==> src/rtl/demux_1_16.sv <==
// demux_1_16: registered 1-to-16 word collector with valid/ready input
// and frame hold/ack handshake. Optional frame_xor via DEMUX_1_16_XOR_EN.
module demux_1_16 #(
    parameter int WIDTH = 16
) (
    input  logic             clk,
    input  logic             rst,
    input  logic [WIDTH-1:0] din,
    input  logic             in_valid,
    output logic             in_ready,
    input  logic             auto,
    input  logic [3:0]       sel,
    output logic [WIDTH-1:0] out0,
    output logic [WIDTH-1:0] out1,
    output logic [WIDTH-1:0] out2,
    output logic [WIDTH-1:0] out3,
    output logic [WIDTH-1:0] out4,
    output logic [WIDTH-1:0] out5,
    output logic [WIDTH-1:0] out6,
    output logic [WIDTH-1:0] out7,
    output logic [WIDTH-1:0] out8,
    output logic [WIDTH-1:0] out9,
    output logic [WIDTH-1:0] out10,
    output logic [WIDTH-1:0] out11,
    output logic [WIDTH-1:0] out12,
    output logic [WIDTH-1:0] out13,
    output logic [WIDTH-1:0] out14,
    output logic [WIDTH-1:0] out15,
    output logic [15:0]      lane_mask,
    output logic             frame_valid,
`ifdef DEMUX_1_16_XOR_EN
    output logic [WIDTH-1:0] frame_xor,
`endif
    input  logic             frame_ack
);

    typedef enum logic {
        FILL = 1'b0,
        HOLD = 1'b1
    } state_t;

    state_t           state;
    state_t           state_next;
    logic [WIDTH-1:0] lanes [16];
    logic [15:0]      mask;
    logic [3:0]       ptr;
    logic [3:0]       lane;
    logic [15:0]      lane_bit;
    logic             accept;
    logic             release_frame;

    assign lane          = auto ? ptr : sel;
    assign lane_bit      = 16'(1) << lane;
    assign accept        = in_valid && in_ready;
    assign release_frame = (state == HOLD) && frame_ack;

    // State register; reset wins over any accept or ack
    always_ff @(posedge clk) begin
        if (rst) begin
            state <= FILL;
        end else begin
            state <= state_next;
        end
    end

    // Next state: frame completes when the accepted lane fills the mask
    always_comb begin
        state_next = state;
        case (state)
            FILL: begin
                if (accept && ((mask | lane_bit) == 16'hFFFF)) begin
                    state_next = HOLD;
                end
            end
            HOLD: begin
                if (frame_ack) begin
                    state_next = FILL;
                end
            end
            default: state_next = FILL;
        endcase
    end

    // Handshake outputs decoded from registered state only
    always_comb begin
        in_ready    = (state == FILL);
        frame_valid = (state == HOLD);
    end

    // Lane datapath, mask and pointer; lanes survive a frame release
    always_ff @(posedge clk) begin
        if (rst) begin
            for (int i = 0; i < 16; i++) begin
                lanes[i] <= '0;
            end
            mask <= '0;
            ptr  <= '0;
        end else if (accept) begin
            lanes[lane] <= din;
            mask        <= mask | lane_bit;
            if (auto) begin
                ptr <= ptr + 4'd1;
            end
        end else if (release_frame) begin
            mask <= '0;
            ptr  <= '0;
        end
    end

`ifdef DEMUX_1_16_XOR_EN
    // Running XOR of every accepted word, overwrites included
    always_ff @(posedge clk) begin
        if (rst) begin
            frame_xor <= '0;
        end else if (accept) begin
            frame_xor <= frame_xor ^ din;
        end else if (release_frame) begin
            frame_xor <= '0;
        end
    end
`endif

    assign lane_mask = mask;
    assign out0  = lanes[0];
    assign out1  = lanes[1];
    assign out2  = lanes[2];
    assign out3  = lanes[3];
    assign out4  = lanes[4];
    assign out5  = lanes[5];
    assign out6  = lanes[6];
    assign out7  = lanes[7];
    assign out8  = lanes[8];
    assign out9  = lanes[9];
    assign out10 = lanes[10];
    assign out11 = lanes[11];
    assign out12 = lanes[12];
    assign out13 = lanes[13];
    assign out14 = lanes[14];
    assign out15 = lanes[15];

endmodule
==> config.mk <==
export PLATFORM = sky130hd
export DESIGN_NAME = demux_1_16
export DESIGN_NICKNAME = d
export VERILOG_FILES = /design/src/rtl/demux_1_16.sv
export SDC_FILE = /design/constraint.sdc
export NUM_CORES = 1
export LEC_CHECK = 0
export ABC_AREA = 1
export CELL_PAD_IN_SITES_DETAIL_PLACEMENT = 1
export CELL_PAD_IN_SITES_GLOBAL_PLACEMENT = 1
export CORE_UTILIZATION = 38
export DETAILED_ROUTE_END_ITERATION = 6
export PLACE_DENSITY_LB_ADDON = 0.08
export SYNTH_ARGS = -nofsm -noshare
export SYNTH_HDL_FRONTEND = slang
export SYNTH_SLANG_ARGS = --single-unit
==> constraint.sdc <==
create_clock -name clk -period 2.4 [get_ports clk]
set_input_delay 0.48 -clock clk [delete_from_list [all_inputs] [get_ports clk]]
set_output_delay 0.48 -clock clk [all_outputs]
set_load 0.005 [all_outputs]
==> flow_summary.yaml <==
synthesis:
  synth_seq_cells: 277
  synth_compound_area_frac: 0.01091
  syn_avg_cell_area_um2: 13.60
  syn-num-nets: 785
  yosysWarnings: 0
  yosysTopAreaCellShare: 0.7445
  yosysSeqAreaShare: 0.7853
  ys_types: 29
  yosys.area_share.simple: 0.1687
  synth_top_area_cell: "edfxtp_1"
  netlist_top_cells_area: "edfxtp_1, nor2_1, dfxtp_1"
  synth_xor_area_frac: 0.0008483
  synth_mux_area_frac: 0
  synthesis.area_mm2: 0.01032
  syn_inst: 759
  synth-adder-area-share: 0.001212
  synth_top_family_by_area: "simple AND/OR/NAND/NOR gates"
global_route:
  grt-ovfl-total: 0
  grtUsageMet1: 0.2785
  antenna_found_initial: 0
  grt_first_pass_wirelength_um: 47230
  gr-max-usage-layer: "met2"
  grt_max_degree: 18
  grt_pass1_vias: 7348
  met2_usage: 0.4200
  grt_usage: 0.2324
  globalRouteMet3Util: 0.04563
timing:
  fin_skew_ps: 17.03
  fmax_mhz: 501.6
  maxSlewViolCount: 0
  max_slew_margin: 0.7584
  worst_slack_ps: 406.5
  finalHoldViolCount: 0
  tns_ps: 0
  tightest_slew_ps: 361.6
  setup_viol: 0
  rsz0062_at_grt: "no"
  fin_crit_sh: 0.8306
  period_needed_ps: 1994
clocking:
  cts.sinks: 277
  post_cts_buffers: 0
  cts.clk_slew.worst_paths_ps: 60
  cts_max_level: 1
  post_cts_resized: 0
  clockBufferDepth: 3
  postCtsHoldBufs: 0
  clock_latency_ps: 560
  root_buffer: "clkbuf_16"
  cts_tree: "yes"
  cts_buffers: 29
placement:
  preCtsSetupSlack_ps: 104.8
  routabilityCongestion: 0.7971
  hpwl_um: 22650
  numPortBuffers: 298
hold_path:
  hp-start: "lane_mask[7]"
  hold_path.class: "reg2reg"
final_layout:
  final_cell_mix: "clkdlybuf4s50_1, nor2_1, edfxtp_1, nand2_1, inv_1"
  syn_to_final_growth_pct: 46.15
  antenna_cells: 0
  finalNetCount: 1132
  drive_gt1_frac: 0.1224
  finish.utilization: 0.5726
  final_common_cell: "clkdlybuf4s50_1"
critical_path:
  worstPathMaxFanout: 3
  r2r_slack_ps: 810
  cp.buffers_inverters: 1
  startpoint: "lane_mask[3]"
  crit_chain: "clkdlybuf4s50_1"
  r2r_start: "ptr[0]"
  cp-end-kind: "primary output"
  slowest_stage: "clkdlybuf4s50_1"
  worstSetupStartpointType: "register"
  crit_type: "reg2out"
  max_stage_delay_ps: 540
  crit_arrival_ps: 1510
  worstPathRequired_ps: 1920
  critPathTopFamily: "buffers and inverters"
detailed_routing:
  drt-initial-drc-count: 450
  antenna_left: 0
  drt_wl_total_um: 32240
  vias: 7102
  vias_per_cell: 4.858
  drc: 0
  avgRoutedWirePerCell_um: 22.05
  drtPass1Iterations: 4
floorplanning:
  pin_count: 299
  start_util: 0.3918
  core_area_mm2: 0.02635
  die_width_um: 166.8
  row_count: 59
  die_area_mm2: 0.02783
  die_y_um: 166.8
power_and_ir_drop:
  p_per_area_mw_per_mm2: 719.9
  vdd_drop_max_mv: 0.5763
  p_leak_nw: 5.849
run:
  cap_violations: 0
run_status:
  outcome: "complete, no violations"
## flip-flops by register name, summed over array words and instances (netlist names)
signal       flops
lanes          256
lane_mask       16
ptr              4
frame_valid      1
## cell usage after synthesis, drive strengths merged
| master | n |
|---|---|
| nor2 | 273 |
| edfxtp | 256 |
| nand2 | 81 |
| inv | 44 |
| dfxtp | 21 |
| buf | 19 |
| clkbuf | 17 |
| nand3 | 17 |
| a21oi | 11 |
| o21ai | 10 |
| clkinv | 2 |
| nand4 | 2 |
| or2 | 2 |
| a211oi | 1 |
| ha | 1 |
| nor3 | 1 |
| xor2 | 1 |
## logic make-up (layout without fill, tap and decap cells)
kind of cell	count (synthesis)	count (layout)
AO/OA/AOI/OAI	22	22
buffers and inverters	82	450
AND/OR/NAND/NOR	376	376
adder cells (fa/ha/maj)	1	1
flip-flops	277	277
XOR/XNOR	1	1
## where the power goes
part | internal [W] | total, W | switching [W]
Combinational | 0.000504 | 0.00102 | 0.000517
Clock | 0.00243 | 0.00429 | 0.00187
Sequential | 0.00547 | 0.00555 | 0.0000743
Total | 0.00841 | 0.0109 | 0.00246
## metal layers
metal	vias to the layer above	wire [µm]
met5	-	0
met2	246	16520
li1	3230	-
met4	0	884
met3	57	1810
met1	3569	13030
## cell type report
class	count	area [µm²]
repair buffers	352	3613
clock inverters	20	162.7
inverters	46	173.9
well taps	335	419.2
flip-flops and latches	277	8108
clock buffers	32	737.0
multi-input cells	400	1876
fillers	2635	11260
## path summary, 6_finish.rpt
kind	to	depth (start not counted)
max	lane_mask[3]	1
min	lane_mask[7]	2
max reg2reg	lanes[5][11]	7
min reg2reg	lane_mask[7]	2
## through the flow
| stage | cell area, µm² | total power, W | std cells | hold slack (ps) |
|---|---|---|---|---|
| floorplan | 10320 | 0.005945 | 759 | 459.7 |
| global placement | 14190 | 0.006669 | 1410 | 471.7 |
| detailed placement | 14190 | 0.006686 | 1410 | 479.1 |
| CTS | 15090 | 0.01096 | 1462 | 491.6 |
| global route | 15090 | 0.01118 | 1462 | 517.1 |
| finish | 15090 | 0.01086 | 1462 | 489.2 |
Power figures use the tool's default switching activity.
